$ cat config.mk
export PLATFORM = sky130hd
export DESIGN_NAME = func_equiv_sequencer
export DESIGN_NICKNAME = d
export VERILOG_FILES = /design/src/rtl/func_seq_pkg.sv /design/src/rtl/func_seq_settle_timer.sv /design/src/rtl/func_equiv_sequencer.sv
export SDC_FILE = /design/constraint.sdc
export NUM_CORES = 1
export LEC_CHECK = 0
export ABC_AREA = 1
export CORE_MARGIN = 2
export CORE_UTILIZATION = 49
export DETAILED_ROUTE_END_ITERATION = 12
export PLACE_DENSITY_LB_ADDON = 0.1
export SLEW_MARGIN = 15
export SYNTH_ARGS = -nofsm -noshare
export SYNTH_HDL_FRONTEND = slang
export SYNTH_SLANG_ARGS = --single-unit
$ cat constraint.sdc
create_clock -name clk -period 3.4 [get_ports clk]
set_input_delay 0.68 -clock clk [delete_from_list [all_inputs] [get_ports clk]]
set_output_delay 0.68 -clock clk [all_outputs]
set_load 0.02 [all_outputs]
$ cat src/rtl/func_seq_pkg.sv
// Shared types and width helper for the exhaustive equivalence-check sequencer.
package func_seq_pkg;

    typedef enum logic [1:0] {
        IDLE   = 2'd0,
        WAIT   = 2'd1,
        SAMPLE = 2'd2,
        FIN    = 2'd3
    } seq_state_e;

    // Width of the per-minterm mask and truth-table buses.
    function automatic int mask_w(input int n_in);
        return 1 << n_in;
    endfunction

endpackage

$ cat src/rtl/func_seq_settle_timer.sv
// Settle timer: counts cycles a vector has been held; expire marks the last hold cycle.
module func_seq_settle_timer #(
    parameter int SETTLE = 2
) (
    input  logic clk,
    input  logic rst_n,
    input  logic load,
    input  logic en,
    output logic expire
);

    localparam int CW = (SETTLE > 1) ? $clog2(SETTLE + 1) : 1;

    logic [CW-1:0] cnt_q;
    logic [CW-1:0] cnt_d;

    always_comb begin
        cnt_d = cnt_q;
        if (load) begin
            cnt_d = '0;
        end else if (en && !expire) begin
            cnt_d = cnt_q + CW'(1);
        end
    end

    always_ff @(posedge clk or negedge rst_n) begin
        if (!rst_n) begin
            cnt_q <= '0;
        end else begin
            cnt_q <= cnt_d;
        end
    end

    assign expire = (cnt_q == CW'(SETTLE - 1));

endmodule

$ cat src/rtl/func_equiv_sequencer.sv
// Sweeps every input vector, compares canonical vs minimized function outputs.
// Optional truth-table capture is built when FUNC_SEQ_TRUTH_CAPTURE_EN is defined.
module func_equiv_sequencer
    import func_seq_pkg::*;
#(
    parameter int  N_IN   = 3,
    parameter int  SETTLE = 2,
    localparam int MW     = mask_w(N_IN)
) (
    input  logic            clk,
    input  logic            rst_n,
    input  logic            start,
    input  logic            abort,
    output logic [N_IN-1:0] vec,
    input  logic            f_ref,
    input  logic            f_min,
    output logic            busy,
    output logic            done,
    output logic            pass,
    output logic [MW-1:0]   mismatch_mask,
    output logic [N_IN-1:0] first_fail,
    output logic [MW-1:0]   tt_ref,
    output logic [MW-1:0]   tt_min,
    output logic [1:0]      state_dbg
);

    // Control handshake: start is taken only in IDLE with abort low; done is a
    // single-cycle pulse and pass/mask/first_fail are final once busy drops.
    localparam logic [N_IN-1:0] VEC_LAST = '1;

    seq_state_e      state_q, state_d;
    logic [N_IN-1:0] vec_q, vec_d;
    logic [MW-1:0]   mask_q, mask_d;
    logic [N_IN-1:0] ff_q, ff_d;
    logic            pass_q, pass_d;
    logic            done_q, done_d;
    logic            busy_q, busy_d;
    logic            tmr_load;
    logic            tmr_en;
    logic            tmr_expire;
    logic            diff;
    logic            sweep_clear;
    logic            sample_take;

    assign diff = f_ref ^ f_min;

    func_seq_settle_timer #(
        .SETTLE(SETTLE)
    ) u_timer (
        .clk    (clk),
        .rst_n  (rst_n),
        .load   (tmr_load),
        .en     (tmr_en),
        .expire (tmr_expire)
    );

    always_comb begin
        state_d     = state_q;
        vec_d       = vec_q;
        mask_d      = mask_q;
        ff_d        = ff_q;
        pass_d      = pass_q;
        tmr_load    = 1'b0;
        tmr_en      = 1'b0;
        sweep_clear = 1'b0;
        sample_take = 1'b0;
        case (state_q)
            IDLE: begin
                if (start && !abort) begin
                    vec_d       = '0;
                    mask_d      = '0;
                    ff_d        = '0;
                    pass_d      = 1'b0;
                    tmr_load    = 1'b1;
                    sweep_clear = 1'b1;
                    state_d     = WAIT;
                end
            end
            WAIT: begin
                if (abort) begin
                    state_d = IDLE;
                end else begin
                    tmr_en = 1'b1;
                    if (tmr_expire) state_d = SAMPLE;
                end
            end
            SAMPLE: begin
                if (abort) begin
                    state_d = IDLE;
                end else begin
                    sample_take   = 1'b1;
                    mask_d[vec_q] = diff;
                    // An all-clear mask means no earlier vector has mismatched.
                    if (diff && (mask_q == '0)) ff_d = vec_q;
                    if (vec_q == VEC_LAST) begin
                        state_d = FIN;
                    end else begin
                        vec_d    = vec_q + N_IN'(1);
                        tmr_load = 1'b1;
                        state_d  = WAIT;
                    end
                end
            end
            FIN: begin
                pass_d  = (mask_q == '0);
                state_d = IDLE;
            end
            default: state_d = IDLE;
        endcase
        done_d = (state_d == FIN);
        busy_d = (state_d != IDLE);
    end

    always_ff @(posedge clk or negedge rst_n) begin
        if (!rst_n) begin
            state_q <= IDLE;
            vec_q   <= '0;
            mask_q  <= '0;
            ff_q    <= '0;
            pass_q  <= 1'b0;
            done_q  <= 1'b0;
            busy_q  <= 1'b0;
        end else begin
            state_q <= state_d;
            vec_q   <= vec_d;
            mask_q  <= mask_d;
            ff_q    <= ff_d;
            pass_q  <= pass_d;
            done_q  <= done_d;
            busy_q  <= busy_d;
        end
    end

`ifdef FUNC_SEQ_TRUTH_CAPTURE_EN
    logic [MW-1:0] tt_ref_q, tt_ref_d;
    logic [MW-1:0] tt_min_q, tt_min_d;

    always_comb begin
        tt_ref_d = tt_ref_q;
        tt_min_d = tt_min_q;
        if (sweep_clear) begin
            tt_ref_d = '0;
            tt_min_d = '0;
        end else if (sample_take) begin
            tt_ref_d[vec_q] = f_ref;
            tt_min_d[vec_q] = f_min;
        end
    end

    always_ff @(posedge clk or negedge rst_n) begin
        if (!rst_n) begin
            tt_ref_q <= '0;
            tt_min_q <= '0;
        end else begin
            tt_ref_q <= tt_ref_d;
            tt_min_q <= tt_min_d;
        end
    end

    assign tt_ref = tt_ref_q;
    assign tt_min = tt_min_q;
`else
    logic unused_capture;
    assign unused_capture = sweep_clear ^ sample_take;
    assign tt_ref         = '0;
    assign tt_min         = '0;
`endif

    assign vec           = vec_q;
    assign busy          = busy_q;
    assign done          = done_q;
    assign pass          = pass_q;
    assign mismatch_mask = mask_q;
    assign first_fail    = ff_q;
    assign state_dbg     = state_q;

endmodule

* Word-level counts from Yosys, hierarchy flattened *
Cells that the tools add are included.

cells by class
  add/subtract/negate cells = 2
  order comparisons = 2
  eq/ne operators = 10
  multiplexer cells = 29
  bitwise operators = 1
  reduce and logical (&&, ||, !) cells = 16

operators with widths
  operator                                                    number
  two-way mux 8 bit                                           2
  one-hot mux 8 bit (2 select lines)                          1
  two-way mux 3 bit                                           5
  two-way mux 2 bit                                           7
  one-hot mux 3 bit (2 select lines)                          2
  bitwise mux 8 bit                                           1
  zero test 8 bit                                             1
  != test 2 bit, second input constant                        4
  one-hot mux 2 bit (4 select lines)                          1
  AND reduction 4 bit                                         2
  nonzero test 2 bit                                          4
  two-way mux 1 bit                                           7
  equality test 2 bit, second input constant                  3
  equality test 2 x 1 -> 1 bit, second input constant         2
  logical AND 1 bit                                           4
  less-than comparator 3 x 4 -> 1 bit, second input constant  1
  one-hot mux 1 bit (2 select lines)                          2
  adder 3 x 1 -> 3 bit, second input constant                 1
  demux 1 bit (select 3 bit)                                  1
  equality test 3 bit, second input constant                  1
  >= comparator 3 x 1 -> 1 bit, second input constant         1
  AND reduction 3 bit                                         1
  adder 2 x 1 -> 2 bit, second input constant                 1
  zero test 1 bit                                             2
  3 further kinds                                             3

storage, ports and cells
  flip-flop bits (word level) = 21
  input port bits = 6
  word-level logic and storage cells = 68

* Depth between registers and ports, before layout *
  depth in word-level cells = 7
  depth in mapped cells = 9
  depth with buffers taken out = 8

* Hierarchy *
From an unflattened synthesis, not the netlist that was laid out.

unflattened totals
  cells, all modules = 154
  area total of the unflattened synthesis = 1247.4 um2

by module, submodules not included
  module                 times used  cells each  area each (um2)
  func_equiv_sequencer   1           137         1124.8
  func_seq_settle_timer  1           17          122.6

* Worst setup path after synthesis *
Ideal clock, no wire load.

  path type = input port to flip-flop
  start point = input abort
  end point = register mask_q[1] (netlist: mismatch_mask[1])
  setup time = 117 ps
  arrival time = 1340 ps
  required time = 3283 ps
  slack = 1943 ps
  stages on the path = 9
  path buffers = 1
  cell sequence = inv_2 -> nand2_2 -> nor2_2 -> inv_2 -> nand2_4 -> buf_6 -> o21ai_2 -> nand2_1 -> nand2_1

between the ends
  longest elaborated chain between the ends = 4

RTL lines
  element                          line                         text
  from (decl)                      func_equiv_sequencer.sv:13   input logic abort,
  zero test 1 bit                  func_equiv_sequencer.sv:69   if (start && !abort) begin
  logical AND 1 bit                func_equiv_sequencer.sv:69
  != test 2 bit (no line)          n/a
  AND reduction 3 bit (no line) *  n/a
  to (signal assigned)             func_equiv_sequencer.sv:126  mask_q <= mask_d;
  to (decl)                        func_equiv_sequencer.sv:33   logic [MW-1:0] mask_q, mask_d;

Every way passes the cells marked *; elsewhere a longest branch is shown, timed or not.
A chain may end at the register's enable or synchronous reset.

* Final worst setup path *
  start point = register vec_q[2] (netlist: vec[2])
  end point = output vec[2]

RTL lines
  element                 line                         text
  from (decl)             func_equiv_sequencer.sv:32   logic [N_IN-1:0] vec_q, vec_d;
  from (signal assigned)  func_equiv_sequencer.sv:125  vec_q <= vec_d;
  to (decl)               func_equiv_sequencer.sv:14   output logic [N_IN-1:0] vec,

No word-level cell between the ends.

==> flow_summary_export.csv <==
group,metric,value,unit
worst_setup_path,reg2reg_slack,1920,ps
clocking,cts_made_buffers,3,
detailed_routing,wl_met2,1.13,mm
finish,final_layout_size_suffix_gt1_share,12.1,%
power_and_ir_drop,p_per_area,432,nW/um2
worst_setup_path,max_stage_delay,660,ps
worst_setup_path,path_buf_inv,1,
detailed_routing,routed_wl,2.33,mm
floorplanning,core_area,2430,um2
grt,grt_start_max_net_pins,22,
timing,period_needed,2150,ps
flow_run,cap_violations,0,
clocking,cts_hold_buffers,0,
timing,rsz0062_at_grt,"no",
worst_setup_path,r2r_end,"mismatch_mask[0]",
timing,tns,0,ps
worst_setup_path,critPathLaunchType,"flip-flop",
place,portBuffers,24,
status,status,"completed",
power_and_ir_drop,p_leak,0.000715,uW
place,placed_area,1440,um2
worst_setup_path,critPathKind,"flip-flop to output pin",
timing,skew,6.39,ps
synth,ys_ff_latch,21,
detailed_routing,vias,1008,
clocking,cts_resized,0,
worst_setup_path,crit_path_cell_trace,"clkdlybuf4s50_1",
finish,nets,192,
finish,syn_to_final_growth,17.9,%
hold_path,hold_path.class,"flip-flop to flip-flop",
clocking,path_clk_slew,120,ps
worst_setup_path,worst-path-stages,1,
worst_setup_path,cp.required,2720,ps
detailed_routing,met3WireLength,123,um
detailed_routing,drtIter0Drc,26,
floorplanning,ioPinCount,41,
grt,grt_pass1_vias,864,
grt,grt_pass1_wl,3.79,mm
timing,slew_headroom,37.9,%
worst_setup_path,critPathArrivalTime,1470,ps
detailed_routing,avgRoutedWirePerCell,11.0,um
floorplanning,rows,18,
grt,grt_usage,17.9,%
floorplanning,die-area,2950,um2
detailed_routing,via_per_inst,4.75,
clocking,clockBufferDepth,2,
synth,yosysWarnings,0,
worst_setup_path,critPathLaunch,"vec[2]",
detailed_routing,maxUsedRoutingLayer,"met4",
floorplanning,die_h,54.4,um
timing,setup_ws,1250,ps
power_and_ir_drop,finalPower,633,uW
timing,fmax,465,MHz
timing,timing.final.crit_share,63.3,%
grt,gr-total-overflow,0,
timing,slew_viol_final,0,
grt,antenna_found_initial,0,
power_and_ir_drop,ir_drop,0.333,mV
synth,seq_area_frac_synth,42.3,%
detailed_routing,wl_met1,1.04,mm
detailed_routing,drtAntennaViolNets,0,
timing,tightest_slew,929,ps
worst_setup_path,path_delay_family,"buffers and inverters",
clocking,post-cts-setup-buffers,0,
place,dp_slack,1340,ps
hold_path,hold_depth,2,
worst_setup_path,worstPathMaxFanout,7,
synth,synth_area_per_cell,7.91,um2
floorplanning,start_util,51.1,%
finish,finish.instance_area,1470,um2
clocking,htreeDepth,1,
worst_setup_path,critPathCaptureType,"output pin",
finish,antenna_cells,0,
detailed_routing,drt-pass1-iter-count,4,
worst_setup_path,slowest_stage,"clkdlybuf4s50_1",
timing,hold_ws,488,ps
timing,setup_viol,0,
clocking,tritoncts,"yes",
worst_setup_path,cp-endpoint,"vec[2]",
worst_setup_path,reg2reg_depth,7,
floorplanning,dieWidth,54.4,um
clocking,cts.sinks,21,
synth,synth_area,1240,um2
clocking,clk_latency,310,ps
detailed_routing,drcViolationCount,0,
place,hpwl,1.83,mm
clocking,cts_root_buffer,"clkbuf_4",
synth,ys_types,24,
worst_setup_path,worstReg2RegStart,"state_dbg[0]",
place,globalplace.congestion,0.730,
timing,hold_viol_final,0,
synth,syn_inst,157,
[through the flow]
stage / instances / utilization, %
final: 212 / 60.2
after global routing: 212 / 60.2
after CTS: 212 / 60.2
after detailed placement: 208 / 59.1
after global placement: 208 / 59.1
after floorplan: 172 / -
[registers in the layout, indices dropped and copies added, names as in the netlist]
signal	cells
busy	1
done	1
first_fail	3
mismatch_mask	8
pass	1
state_dbg	2
u_timer.cnt_q	2
vec	3
[cells in the mapped netlist]
| master | instances | area share [%] |
|---|---|---|
| nand2_1 | 42 | 13 |
| dfrtp_1 | 21 | 42 |
| buf_4 | 17 | 10 |
| nand3_1 | 15 | 6.0 |
| nor2_1 | 13 | 3.9 |
| inv_1 | 9 | 2.7 |
| nor3_1 | 5 | 2.0 |
| o21ai_2 | 5 | 3.5 |
| inv_2 | 4 | 1.2 |
| nand2_2 | 4 | 2.0 |
| o21ai_0 | 4 | 1.6 |
| ha_1 | 3 | 3.0 |
| a21oi_1 | 2 | 0.81 |
| nor2_4 | 2 | 1.8 |
| o21ai_1 | 2 | 0.81 |
| a21oi_2 | 1 | 0.71 |
| buf_6 | 1 | 0.91 |
| clkinv_1 | 1 | 0.30 |
| conb_1 | 1 | 0.30 |
| nand2_4 | 1 | 0.91 |
| nand3b_1 | 1 | 0.60 |
| nor2_2 | 1 | 0.50 |
| o22ai_1 | 1 | 0.50 |
| or2_1 | 1 | 0.50 |
[cell type report]
cell class                 instances  area, um2
clock buffer                       3       22.5
clock inverter                     1       5.00
fill                             240        967
inverter                          14       52.6
multi-input combinational        119        582
sequential                        21        526
tap                               30       37.5
timing repair buffer              24        240
[worst min path at each step]
stage,to,from
floorplan,busy,rst_n
global placement,first_fail[1],first_fail[1]
detailed placement,first_fail[0],first_fail[0]
CTS,first_fail[0],first_fail[0]
global route,first_fail[0],first_fail[0]
finish,first_fail[0],first_fail[0]
[report_power, final]
group	internal (uW)	switching [uW]	total, uW
sequential	277	17.3	294
combinational	78.3	139	217
clock	44.0	78.3	122
[cell families (layout without fill, tap and decap cells)]
logic type | Yosys count | after routing | synth area share (%)
AND/OR/NAND/NOR | 85 | 85 | 31.0
other | 1 | 16 | 0.302
buffers and inverters | 32 | 42 | 15.4
AO/OA/AOI/OAI | 15 | 15 | 7.96
adder cells (fa/ha/maj) | 3 | 3 | 3.02
flip-flops | 21 | 21 | 42.3
[cells in the final DEF, fill, tap and decap left out, types with 2 or more instances in the layout]
master / synthesis / routed
a21oi_1: 2 / 2
clkbuf_4: 0 / 3
clkdlybuf4s50_1: 0 / 24
conb_1: 1 / 16
dfrtp_1: 21 / 21
ha_1: 3 / 3
inv_1: 9 / 9
inv_2: 4 / 4
nand2_1: 42 / 42
nand2_2: 4 / 4
nand3_1: 15 / 15
nor2_1: 13 / 13
nor2_4: 2 / 2
nor3_1: 5 / 5
o21ai_0: 4 / 4
o21ai_1: 2 / 2
o21ai_2: 5 / 5
[routing by layer]
layer	up-vias	GRT usage [%]
li1	518	-
met1	453	21.6
met2	32	30.9
met3	5	3.55
met4	0	7.50
met5	-	0
No activity file was read; power rests on OpenSTA's default activity.
